`src/rtl/tanh_pkg.sv`:
```
// Shared fixed-point definitions for the tanh datapath.
// Q2.12 signed format: 14 bits total, 12 fractional bits.
// Imported by the tanh core, the clamp helper and the output FIFO.
package tanh_pkg;

  localparam int FX_W    = 14;
  localparam int FX_FRAC = 12;

  typedef logic signed [FX_W-1:0] fx_t;

  localparam fx_t FX_ONE     = 14'sh1000;  // +1.0
  localparam fx_t FX_NEG_ONE = 14'sh3000;  // -1.0

  // One FIFO entry: clamp flag plus the stored value.
  typedef struct packed {
    logic sat;
    fx_t  fx;
  } fx_entry_t;

endpackage

```
`src/rtl/tanh_sat.sv`:
```
// Combinational clamp of a Q2.12 value to the legal tanh range [-1.0, +1.0].
// Ports:
//   fx_in  - signed Q2.12 value to clamp
//   fx_out - clamped value (or fx_in unchanged when CLAMP_EN = 0)
//   sat    - high when fx_out differs from fx_in because of clamping
// Exactly +1.0 and -1.0 pass through without setting sat.
module tanh_sat
  import tanh_pkg::*;
#(
  parameter bit CLAMP_EN = 1'b1
) (
  input  fx_t  fx_in,
  output fx_t  fx_out,
  output logic sat
);

  always_comb begin
    fx_out = fx_in;
    sat    = 1'b0;
    if (CLAMP_EN) begin
      if (fx_in > FX_ONE) begin
        fx_out = FX_ONE;
        sat    = 1'b1;
      end else if (fx_in < FX_NEG_ONE) begin
        fx_out = FX_NEG_ONE;
        sat    = 1'b1;
      end
    end
  end

endmodule

```
`src/rtl/tanh_out_fifo.sv`:
```
// Elastic output stage behind the pipelined tanh core.
// Optionally clamps incoming Q2.12 results to [-1.0, +1.0] and buffers them
// in a DEPTH-entry FIFO. o_ready depends only on the registered occupancy, so
// downstream backpressure never reaches the core combinationally.
// Ports:
//   clk, rst         - clock, asynchronous active-high reset
//   i_fx, i_valid    - result from the core; o_ready back to the core
//   o_fx, o_sat      - head-of-FIFO value and its clamp flag
//   o_valid, i_ready - output handshake to the consumer
//   o_level          - current occupancy (0..DEPTH)
module tanh_out_fifo
  import tanh_pkg::*;
#(
  parameter int DEPTH    = 8,
  parameter bit CLAMP_EN = 1'b1
) (
  input  logic                       clk,
  input  logic                       rst,
  input  fx_t                        i_fx,
  input  logic                       i_valid,
  output logic                       o_ready,
  output fx_t                        o_fx,
  output logic                       o_sat,
  output logic                       o_valid,
  input  logic                       i_ready,
  output logic [$clog2(DEPTH+1)-1:0] o_level
);

  localparam int AW = $clog2(DEPTH);
  localparam int LW = $clog2(DEPTH + 1);

  fx_entry_t         mem [DEPTH];
  logic [AW-1:0]     wr_ptr;
  logic [AW-1:0]     rd_ptr;
  logic [LW-1:0]     level;
  fx_t               sat_fx;
  logic              sat_flag;
  logic              wr_en;
  logic              rd_en;

  tanh_sat #(
    .CLAMP_EN (CLAMP_EN)
  ) u_sat (
    .fx_in  (i_fx),
    .fx_out (sat_fx),
    .sat    (sat_flag)
  );

  assign o_ready = (level != LW'(DEPTH));
  assign o_valid = (level != '0);
  assign wr_en   = i_valid && o_ready;
  assign rd_en   = o_valid && i_ready;

  // Head is a plain read of registered storage; no bypass from the write side.
  assign o_fx    = mem[rd_ptr].fx;
  assign o_sat   = mem[rd_ptr].sat;
  assign o_level = level;

  // Storage is cleared on reset so the head reads as zero while empty.
  always_ff @(posedge clk or posedge rst) begin
    if (rst) begin
      for (int i = 0; i < DEPTH; i++) begin
        mem[i] <= '0;
      end
    end else if (wr_en) begin
      mem[wr_ptr] <= '{sat: sat_flag, fx: sat_fx};
    end
  end

  // Pointers are log2(DEPTH) wide, so increment wraps without compare.
  always_ff @(posedge clk or posedge rst) begin
    if (rst) begin
      wr_ptr <= '0;
      rd_ptr <= '0;
      level  <= '0;
    end else begin
      if (wr_en) begin
        wr_ptr <= wr_ptr + AW'(1);
      end
      if (rd_en) begin
        rd_ptr <= rd_ptr + AW'(1);
      end
      if (wr_en && !rd_en) begin
        level <= level + LW'(1);
      end else if (rd_en && !wr_en) begin
        level <= level - LW'(1);
      end
    end
  end

endmodule

```
`config.mk`:
```
export PLATFORM = sky130hd
export DESIGN_NAME = tanh_out_fifo
export DESIGN_NICKNAME = d
export VERILOG_FILES = /design/src/rtl/tanh_pkg.sv /design/src/rtl/tanh_sat.sv /design/src/rtl/tanh_out_fifo.sv
export SDC_FILE = /design/constraint.sdc
export NUM_CORES = 1
export LEC_CHECK = 0
export CAP_MARGIN = 20
export CORE_ASPECT_RATIO = 0.8
export CORE_MARGIN = 10
export CORE_UTILIZATION = 45
export DETAILED_ROUTE_END_ITERATION = 8
export PLACE_DENSITY = 0.62
export SLEW_MARGIN = 20
export SYNTH_ARGS = -nofsm -noshare
export SYNTH_HDL_FRONTEND = slang
export SYNTH_SLANG_ARGS = --single-unit
```
`constraint.sdc`:
```
create_clock -name clk -period 11.4 [get_ports clk]
set_input_delay 2.28 -clock clk [delete_from_list [all_inputs] [get_ports clk]]
set_output_delay 2.28 -clock clk [all_outputs]
set_load 0.005 [all_outputs]
```
==> flow_summary.toml <==
[outcome]
status = "finished clean"

[die]
die_y_um = 126
ios = 39
placementRows = 38
dieArea_um2 = 19300
coreArea_um2 = 13700
die_w_um = 153
start_util = 0.463

[synth]
syn-cell-area_um2 = 6340
ys_warn_count = 0
synth_ff_type = "dfrtp_1"
synth_edf_count = 0
yosysSeqAreaShare = 0.513
synthCells = 436
synthesis.nets = 460
avgSynthCellArea_um2 = 14.5
synth_cell_types = 42
synthArstFlopShare = 1.00
ys_ff_latch = 130

[timing]
slew_viol_final = 0
finalSetupViolations = 0
finalCritPeriodShare = 0.439
fin_crit_ps = 5000
timing.slew.headroom = 0.245
tightest_slew_ps = 1130
fmax_ghz = 0.200
grt_setup_unrepaired = "false"
skew_ps = 6.32
final_hold_viol_count = 0
worst_slack_ps = 6400
tns_ps = 0

[route]
drtIter0Drc = 191
viasPerCell = 5.69
route.detailed.drc = 0
ant_nets = 0
routedWlPerCell_um = 21.8
drtPass1Iterations = 6
vias = 3687
drt_wl_total_um = 14100

[critical_path]
cp_slowest_cell = "mux4_2"
end_kind = "output pin"
cp_max_fo = 26
startpoint_type = "register"
cp.required_ps = 9120
path_buf_inv = 2
path_delay_family = "buffers and inverters"
critPathKind = "register to output pin"
path_cells = "buf_4 > mux4_2 > mux2_2 > clkdlybuf4s50_1"
timing.critical_path.arrival_ps = 2720
max_stage_delay_ps = 570

[clocking]
clk_latency_ps = 410
clk_pin_slew_worst_paths_ps = 50
cts_post_setup_buffers_inserted = 0
htreeDepth = 4
holdBufCountCts = 0
cts_tree = "yes"
ctsResizeCount = 0
cts_buffer_depth = 2
cts-root-buf = "clkbuf_16"
cts.sinks = 130
cts_buffers = 17

[power_and_ir_drop]
peakVddDrop_uv = 128
p_leak_nw = 3.09
powerDensity_nw_per_um2 = 294
report.power.total_mw = 2.15

[global_route]
overflow = 0
track_usage = 0.153
grt_pass1_vias = 4016
antenna_found_initial = 0
grt_max_degree = 82
grt_first_pass_wirelength_um = 23100

[final_layout]
layout.nets = 481
final_cell_mix = "129 x dfrtp_1, 121 x mux2_2, 38 x clkdlybuf4s50_1"
fillers = 1130
antenna_cells = 0
area_delta_synth_final_pct = 15.0
layout_commonest_cell = "dfrtp_1"
drive_gt1_frac = 0.427

[flow_run]
cap_violations = 0

[placement]
hpwl_um = 8590
io_buffer_count = 38
gp_congestion = 0.793
place_ws_ps = 6610

[worst_hold_path]
min_path_type = "register to register"
## registers in the layout, indices dropped and copies added, names as in the netlist
register and count:
mem 120, rd_ptr 3, o_level 4, wr_ptr 3
## cells by family after synthesis
kind of cell	after synthesis	synth area share
and+or+nand+nor	65	0.0710
DFF	130	0.513
AOI/OAI and AO/OA	30	0.0306
buffers and inverters	45	0.0379
adders and majority gates	6	0.0130
muxes	153	0.325
xor gates and xnor gates	7	0.00967
## per-layer routing
metal | global-route usage | part of all wire | wire [um] | vias up
met4 | 0.0566 | 0.014 | 196 | 0
met3 | 0.0374 | 0.040 | 569 | 14
li1 | - | - | - | 1665
met1 | 0.206 | 0.47 | 6710 | 1936
met5 | 0 | 0 | 0 | -
met2 | 0.234 | 0.47 | 6650 | 72
## final cells by class
type	instances	area, um^2	share of cell area
flip-flops and latches	130	3250	0.446
inverters	4	17.5	0.00240
clock inverters	6	32.5	0.00446
clock buffers	24	482	0.0661
multi-input cells	261	2850	0.391
well taps	180	225	0.0309
repair buffers	43	425	0.0584
## worst paths after layout
kind,startpoint,to,slack (ps),cells after the start
hold / removal,mem[112]$_DFFE_PP0P_,mem[112]$_DFFE_PP0P_,480,1
setup reg to reg,o_level[0]$_DFFE_PP0P_,o_level[3]$_DFFE_PP0P_,7810,10
setup / recovery,rd_ptr[0]$_DFFE_PP0P_,o_fx[10],6400,4
max in group asynchronous,rst,mem[48]$_DFFE_PP0P_,7940,3
hold reg to reg,mem[112]$_DFFE_PP0P_,mem[112]$_DFFE_PP0P_,480,1
min in group asynchronous,rst,mem[22]$_DFFE_PP0P_,2310,2
## cell usage after synthesis (2+ instances only)
cell	number	area, um^2
and4b_1	3	30.0
nand2_2	5	31.3
dfrtp_1	130	3250
inv_1	3	11.3
mux4_2	30	676
o21ai_0	17	85.1
and2_1	10	62.6
or4_1	2	15.0
buf_4	3	22.5
ha_1	5	62.6
buf_6	6	67.6
nand4b_1	3	26.3
nor4_1	2	12.5
clkbuf_1	19	71.3
and4bb_2	3	37.5
nand2_1	2	7.51
o2bb2ai_1	8	70.1
nand3_1	19	95.1
buf_2	11	55.1
nand3b_1	2	15.0
nor2_4	2	22.5
nor2_1	3	11.3
mux2_2	121	1360
xnor2_1	7	61.3
or3_1	3	18.8
## stage by stage
stage,cells,hold WS (ps),util,cell area [um^2]
floorplan,436,451,-,6340
global placement,617,473,0.494,6760
detailed placement,617,470,0.494,6760
CTS,647,491,0.531,7270
global route,648,507,0.532,7290
finish,648,482,0.532,7290
## worst register-to-register path, cell delays in order, from the launching register on
cell,delay [ps]
dfrtp_1,470
nor4b_4,840
inv_2,420
nand2_2,220
inv_1,60
ha_1,250
inv_1,150
ha_1,310
or4_1,520
nand3_1,100
o221ai_1,110
## where the power goes
group | internal, mW | leakage [nW] | total, mW | switching (mW)
Sequential | 0.676 | 1.64 | 0.831 | 0.156
Clock | 0.290 | 0.255 | 0.475 | 0.185
Combinational | 0.535 | 1.19 | 0.839 | 0.304
No activity file was read; power rests on OpenSTA's default activity.
